--- src/rtl/ddr_prog_dly_se_cfg_seq.sv ---
// ddr_prog_dly_se_cfg_seq: glitch-safe config sequencer for a single-ended
// programmable delay cell. Walks the code one LSB at a time while enabled,
// otherwise runs a disable / reload / re-enable sequence.
// Ports: i_clk, i_rst (sync, high); i_req/i_ctrl/i_gear/i_ena target request;
// o_ready (idle), o_ack (1-cycle done), o_prog_dly_cfg {gear, ena, code}.
module ddr_prog_dly_se_cfg_seq #(
  parameter int CTRL_W     = 6,
  parameter int GEAR_W     = 2,
  parameter int PWIDTH     = 9,
  parameter int SETTLE_CYC = 4
) (
  input  logic              i_clk,
  input  logic              i_rst,
  input  logic              i_req,
  input  logic [CTRL_W-1:0] i_ctrl,
  input  logic [GEAR_W-1:0] i_gear,
  input  logic              i_ena,
  output logic              o_ready,
  output logic              o_ack,
  output logic [PWIDTH-1:0] o_prog_dly_cfg
);

  if (PWIDTH != CTRL_W + 1 + GEAR_W) begin : g_bad_pwidth
    $error("PWIDTH must equal CTRL_W+1+GEAR_W");
  end
  if (SETTLE_CYC < 1 || SETTLE_CYC > 255) begin : g_bad_settle
    $error("SETTLE_CYC must be in 1..255");
  end

  typedef enum logic [2:0] {
    IDLE, WALK, WAIT, DIS, LOAD, EN, ACK
  } state_t;

  localparam logic [7:0] SETTLE_M1 = 8'(SETTLE_CYC - 1);
  localparam logic [CTRL_W-1:0] CODE_ONE = CTRL_W'(1);

  state_t st_q, st_d;
  logic [PWIDTH-1:0] cfg_q, cfg_d;
  logic [7:0] cnt_q, cnt_d;
  logic [CTRL_W-1:0] tcode_q, tcode;
  logic [GEAR_W-1:0] tgear_q, tgear;
  logic tena_q, tena;
  logic reload_q, reload_d;
  logic loaded_q, loaded_d;
  logic [CTRL_W-1:0] cur_code;
  logic [GEAR_W-1:0] cur_gear;
  logic cur_ena;
  logic idle, walk_ok, is_reload, ld, decide;

  assign cur_code = cfg_q[CTRL_W-1:0];
  assign cur_ena  = cfg_q[CTRL_W];
  assign cur_gear = cfg_q[PWIDTH-1:CTRL_W+1];

  // In IDLE the decision uses the live request; afterwards the latched one.
  assign idle  = (st_q == IDLE);
  assign tcode = idle ? i_ctrl : tcode_q;
  assign tgear = idle ? i_gear : tgear_q;
  assign tena  = idle ? i_ena : tena_q;

  assign walk_ok   = cur_ena & tena & (cur_gear == tgear);
  assign is_reload = idle ? ~walk_ok : reload_q;
  assign ld        = idle ? 1'b0 : loaded_q;

  // Each write state is the first settle cycle; WAIT covers the rest.
  always_comb begin
    st_d     = st_q;
    cfg_d    = cfg_q;
    cnt_d    = cnt_q;
    reload_d = reload_q;
    loaded_d = loaded_q;
    decide   = 1'b0;
    unique case (st_q)
      IDLE: decide = i_req;
      ACK:  st_d = IDLE;
      WALK, WAIT, DIS, LOAD, EN: begin
        if (cnt_q == 8'd0) begin
          decide = 1'b1;
        end else begin
          st_d  = WAIT;
          cnt_d = cnt_q - 8'd1;
        end
      end
      default: st_d = IDLE;
    endcase
    if (decide) begin
      cnt_d    = SETTLE_M1;
      reload_d = is_reload;
      loaded_d = ld;
      if (idle && cfg_q == {tgear, tena, tcode}) begin
        st_d  = ACK;
        cnt_d = 8'd0;
      end else if (!is_reload && cur_code == tcode) begin
        st_d  = ACK;
        cnt_d = 8'd0;
      end else if (!is_reload) begin
        st_d = WALK;
        cfg_d[CTRL_W-1:0] = (tcode > cur_code) ?
                            cur_code + CODE_ONE :
                            cur_code - CODE_ONE;
      end else if (!ld) begin
        if (cur_ena) begin
          st_d          = DIS;
          cfg_d[CTRL_W] = 1'b0;
        end else begin
          st_d     = LOAD;
          cfg_d    = {tgear, 1'b0, tcode};
          loaded_d = 1'b1;
        end
      end else if (tena && !cur_ena) begin
        st_d          = EN;
        cfg_d[CTRL_W] = 1'b1;
      end else begin
        st_d  = ACK;
        cnt_d = 8'd0;
      end
    end
  end

  always_ff @(posedge i_clk) begin
    if (i_rst) begin
      st_q     <= IDLE;
      cfg_q    <= '0;
      cnt_q    <= '0;
      reload_q <= 1'b0;
      loaded_q <= 1'b0;
      tcode_q  <= '0;
      tgear_q  <= '0;
      tena_q   <= 1'b0;
    end else begin
      st_q     <= st_d;
      cfg_q    <= cfg_d;
      cnt_q    <= cnt_d;
      reload_q <= reload_d;
      loaded_q <= loaded_d;
      if (idle && i_req) begin
        tcode_q <= i_ctrl;
        tgear_q <= i_gear;
        tena_q  <= i_ena;
      end
    end
  end

  assign o_ready        = idle;
  assign o_ack          = (st_q == ACK);
  assign o_prog_dly_cfg = cfg_q;

endmodule

--- config.mk ---
export PLATFORM = sky130hd
export DESIGN_NAME = ddr_prog_dly_se_cfg_seq
export DESIGN_NICKNAME = d
export VERILOG_FILES = /design/src/rtl/ddr_prog_dly_se_cfg_seq.sv
export SDC_FILE = /design/constraint.sdc
export NUM_CORES = 1
export LEC_CHECK = 0
export BUFFER_PORTS_ARGS = -buffer_cell sky130_fd_sc_hd__buf_2
export CORE_MARGIN = 10
export CORE_UTILIZATION = 40
export CTS_BUF_LIST = sky130_fd_sc_hd__clkbuf_16
export DETAILED_ROUTE_END_ITERATION = 10
export GPL_TIMING_DRIVEN = 0
export PLACE_DENSITY = 0.63
export SYNTH_ARGS = -nofsm -noshare
export SYNTH_HDL_FRONTEND = slang
export SYNTH_SLANG_ARGS = --single-unit
export TNS_END_PERCENT = 100
--- constraint.sdc ---
create_clock -name i_clk -period 4 [get_ports i_clk]
set_input_delay 0.8 -clock i_clk [delete_from_list [all_inputs] [get_ports i_clk]]
set_output_delay 0.8 -clock i_clk [all_outputs]
set_load 0.03 [all_outputs]
==> results of run 1 <==
-- registers in the layout, indices dropped and copies added, names as in the netlist --
signal,count
tena_q,1
tcode_q,6
reload_q,1
st_q,3
o_prog_dly_cfg,9
cnt_q,8
loaded_q,1
tgear_q,2
-- synthesized netlist by cell type (2+ instances only) --
cell      count  area (sq um)
nor2b_1       2         12.51
a211oi_1      2         15.01
a311oi_1      4         35.03
mux2i_1       5         50.05
buf_6         3         33.78
or4b_1        3         30.03
o21ai_1       2         10.01
nand3b_1      2         15.01
a21oi_1      19         95.09
xnor2_1       7         61.31
clkbuf_1      4         15.01
o21a_1        3         22.52
xor2_1        5         43.79
dfxtp_1      31         620.6
or3_1         3         18.77
inv_1        10         37.54
o21ai_0       5         25.02
and4_1        2         17.52
ha_1         13         162.7
and2_1        2         12.51
nor3_1        5         25.02
a21o_1        2         15.01
nor2_1       20         75.07
nand3_1       2         10.01
nand4_1       2         12.51
nand2b_1      3         18.77
nand2_1      44         165.2
nor3b_1       2         15.01
a221oi_1      2         17.52
o31ai_1       4         30.03
-- what timing repair did --
item / in CTS / in global routing
resized for setup: 1 / 1
setup buffers: 0 / 3
endpoints found under the setup margin: 2 / 2
pin swaps: 0 / 1
-- critical path, cell delays in order (launching register included) --
cell and delay [ns]:
dfxtp_1 0.35, or3_1 0.39, buf_6 0.18, clkinv_8 0.09
mux2i_1 0.35, ha_1 0.21, nor2b_1 0.04, o21a_1 0.19
o31ai_4 0.33, ha_1 0.30, a21o_1 0.17, a21oi_1 0.17
xor2_1 0.11, a2111oi_1 0.40, o211ai_1 0.16, o31ai_1 0.10
-- final cells by class --
type	count	area, sq um	share of cell area
Multi-Input combinational cell	191	1315	0.5457
Tap cell	67	83.83	0.03479
Sequential cell	31	620.6	0.2575
Clock buffer	5	125.1	0.05192
Clock inverter	3	38.79	0.01610
Buffer	6	45.04	0.01869
Timing Repair Buffer	24	127.6	0.05296
Inverter	11	53.80	0.02233
-- logic make-up after synthesis --
group | synth area share
muxes | 0.03025
buffers and inverters | 0.05247
adders and majority gates | 0.09013
and+or+nand+nor | 0.2426
AOI/OAI and AO/OA | 0.2265
xor gates and xnor gates | 0.05185
DFF | 0.3062
-- through the flow --
step	instance area, sq um	hold WS, ns	instances	setup slack, ns
2_1_floorplan	2032	0.4357	241	0.09388
3_3_place_gp	2221	0.4458	329	-0.1427
5_1_grt	2410	0.4789	338	0.1738
3_5_place_dp	2221	0.4469	329	-0.1760
4_1_cts	2390	0.4538	336	0.05847
6_report	2410	0.4530	338	0.3552
-- worst paths after layout --
path | end | cells past startpoint
worst max-delay path | o_prog_dly_cfg[3] | 15
worst min-delay path | tena_q | 2
worst max register to register | o_prog_dly_cfg[3] | 15
worst min register to register | tena_q | 2
-- layer usage --
| metal | wire length [um] | track usage | up-vias |
|---|---|---|---|
| met4 | 86 | 0.04700 | 0 |
| met5 | 0 | 0 | - |
| li1 | - | - | 922 |
| met3 | 224 | 0.03374 | 9 |
| met2 | 2188 | 0.1963 | 43 |
| met1 | 2346 | 0.1473 | 825 |
==> impl_metrics.tcl, run 1 <==
set metrics [dict create \
    synth_edf_count 0 \
    ys_seq_area_frac 0.3062 \
    fp.dieH_um 91.19 \
    rows 25 \
    crit_path_end_kind "register" \
    grt_pass1_vias 1803 \
    grt_remaining_overflow 0 \
    dr.pass1.iters 4 \
    timing.rr.start "st_q[1]" \
    synth_async_sr_flop_share 0 \
    critPathMaxFanout 18 \
    antenna_cells 0 \
    layout-drive-gt1-share 0.1808 \
    finalCriticalPeriod_ns 3.645 \
    ys_seq_elements 31 \
    synthCells 241 \
    grt_antenna_before_repair 0 \
    drc 0 \
    syn_area_sq_mm 0.002027 \
    cp-start-kind "register" \
    ios 23 \
    numCtsBuffers 5 \
    outcome "completed" \
    cts_tree "built" \
    hold_buffers 0 \
    gp_congestion 0.8434 \
    cts_root_buf "clkbuf_16" \
    clk_path_buf_depth 2 \
    arrival_ns 3.84 \
    layout_commonest_cell "nand2_1" \
    ys_types 58 \
    fin_nets 296 \
    drt-initial-drc-count 68 \
    dieArea_sq_mm 0.008315 \
    initial_core_util 0.4208 \
    postSynthNetCount 267 \
    insertion_delay_ns 0.28 \
    hold_path_class "register to register" \
    yosysWarnings 0 \
    min_from "tena_q" \
    fin_worst_skew_ns 0.004868 \
    clkTransAtPathRegs_ns 0.05 \
    dp_hpwl_mm 3.727 \
    die_x_um 91.19 \
    grt_pass1_wl_mm 8.424 \
    h-tree-depth 2 \
    clkSinkCount 31 \
    vias 1799 \
    rsz0062_at_grt "false" \
    synth_area_per_cell_sq_um 8.411 \
    crit_path_start "st_q[1]" \
    finalWirelength_mm 4.846 \
    detail-route-antenna-nets 0 \
    via_per_inst 5.322 \
    period_share 0.9112 \
    synth_flop_cell "dfxtp_1" \
    avgRoutedWirePerCell_um 14.34 \
    hold_viol_final 0 \
    finalSetupViolCount 0 \
    max_freq_mhz 274.4 \
    grt_max_degree 19 \
    max_slew_margin 0.4314 \
    required_ns 4.19 \
    fin_util 0.5003 \
    mostFrequentLayoutCells "44 x nand2_1, 31 x dfxtp_1, 21 x buf_2" \
    final.setup.tns_ns 0 \
    tightest_slew_ns 0.8440 \
    fillers 506 \
    area_delta_synth_final_pct 18.89 \
    coreArea_sq_mm 0.004817 \
    setup.worst_path.class "register to register" \
    track_usage 0.1207 \
    regToRegSetupSlack_ns 0.36 \
    cap_violations 0 \
    io_buffers 21 \
    slew_viol_final 0 \
]
Power of run 1 is left out: the tool's default activity adds up to more than one toggle a clock period on the data nets, which glitch-free logic cannot reach.
==> inputs of run 2 (changes only) <==
--- a/config.mk
+++ b/config.mk
@@ -12,6 +12,7 @@
 export DETAILED_ROUTE_END_ITERATION = 10
 export GPL_TIMING_DRIVEN = 0
 export PLACE_DENSITY = 0.63
+export REMOVE_ABC_BUFFERS = 1
 export SYNTH_ARGS = -nofsm -noshare
 export SYNTH_HDL_FRONTEND = slang
 export SYNTH_SLANG_ARGS = --single-unit
==> impl_metrics.tcl, run 2 (synthesis results as in run 1) <==
set metrics [dict create \
    io_buffers 22 \
    clkSinkCount 31 \
    slew_viol_final 0 \
    numCtsBuffers 5 \
    ios 23 \
    max_slew_margin 0.4954 \
    layout_commonest_cell "nand2_1" \
    initial_core_util 0.4208 \
    coreArea_sq_mm 0.004817 \
    hold_buffers 0 \
    hold_path_class "register to register" \
    grt_pass1_vias 1686 \
    cts_root_buf "clkbuf_16" \
    dp_hpwl_mm 3.463 \
    drc 0 \
    grt_max_degree 29 \
    clkTransAtPathRegs_ns 0.05 \
    outcome "completed" \
    fin_nets 291 \
    setup.worst_path.class "register to register" \
    finalWirelength_mm 4.692 \
    fin_util 0.4930 \
    die_x_um 91.19 \
    cp-start-kind "register" \
    finalCriticalPeriod_ns 3.628 \
    clk_path_buf_depth 2 \
    hold_slack_ns 0.4557 \
    tightest_slew_ns 0.7490 \
    track_usage 0.1167 \
    insertion_delay_ns 0.28 \
    critPathMaxFanout 18 \
    largest_register_ffs 9 \
    gp_congestion 0.8371 \
    grt_remaining_overflow 0 \
    rows 25 \
    vias 1774 \
    dieArea_sq_mm 0.008315 \
    crit_path_end_kind "register" \
    mostFrequentLayoutCells "44 x nand2_1, 31 x dfxtp_1, 22 x buf_2" \
    detail-route-antenna-nets 0 \
    avgRoutedWirePerCell_um 14.09 \
    via_per_inst 5.327 \
    area_delta_synth_final_pct 17.16 \
    hold_viol_final 0 \
    cap_violations 0 \
    arrival_ns 3.82 \
    layout-drive-gt1-share 0.1805 \
    fp.dieH_um 91.19 \
    fin_worst_skew_ns 0.003805 \
    dpl_worst_slack_ns -0.3437 \
    dr.pass1.iters 4 \
    max_freq_mhz 275.6 \
    drt-initial-drc-count 70 \
    antenna_cells 0 \
    cts_tree "built" \
    finalSetupViolCount 0 \
    grt_pass1_wl_mm 8.066 \
    period_share 0.9070 \
    rsz0062_at_grt "false" \
    h-tree-depth 2 \
    timing.final.ws_setup_ns 0.3720 \
    required_ns 4.19 \
    grt_antenna_before_repair 0 \
]
==> run 2: per-stage QoR <==
| step | setup TNS (ns) | cell area (sq um) | cells |
|---|---|---|---|
| final | 0 | 2375 | 333 |
| after global routing | 0 | 2375 | 333 |
| after CTS | 0 | 2342 | 330 |
| after detailed placement | -0.6466 | 2168 | 322 |
| after global placement | -0.6867 | 2168 | 322 |
| after floorplan | 0 | 1974 | 233 |
==> run 2: critical path, stage by stage, from the launching register on <==
cell and delay, ns:
dfxtp_1 0.35, or3_4 0.52, clkinv_8 0.13, mux2i_1 0.32
ha_1 0.22, nor2b_1 0.05, o21a_1 0.19, o31ai_4 0.33
ha_1 0.31, a21o_1 0.18, a21oi_1 0.17, xor2_1 0.11
a2111oi_1 0.38, o211ai_1 0.16, o31ai_1 0.10
==> run 2: final timing paths <==
path,startpoint,cells after the start,end,slack [ns]
setup / recovery,st_q[1],14,o_prog_dly_cfg[3],0.37
hold / removal,tcode_q[2],2,tcode_q[2],0.46
setup reg to reg,st_q[1],14,o_prog_dly_cfg[3],0.37
hold reg to reg,tcode_q[2],2,tcode_q[2],0.46
==> run 2: cell type report <==
type | instances | area (sq um)
Fill cell | 519 | 2442
Multi-Input combinational cell | 191 | 1320
Sequential cell | 31 | 620.6
Timing Repair Buffer | 25 | 132.6
Clock buffer | 5 | 125.1
Tap cell | 67 | 83.83
Inverter | 11 | 53.80
Clock inverter | 3 | 38.79
==> run 2: routing by layer <==
| layer | vias up | GRT usage | share of wire |
|---|---|---|---|
| met4 | 0 | 0.03916 | 0.0072 |
| met2 | 33 | 0.1838 | 0.47 |
| li1 | 913 | - | - |
| met3 | 4 | 0.04198 | 0.048 |
| met5 | - | 0 | 0 |
| met1 | 824 | 0.1440 | 0.48 |
==> run 2: repair_timing <==
action | in CTS | in global routing
buffers inserted | 0 | 3
pin swaps | 0 | 1
endpoints found under the setup margin | 3 | 2
resized for setup | 2 | 2
Power of run 2 is left out for the same reason.
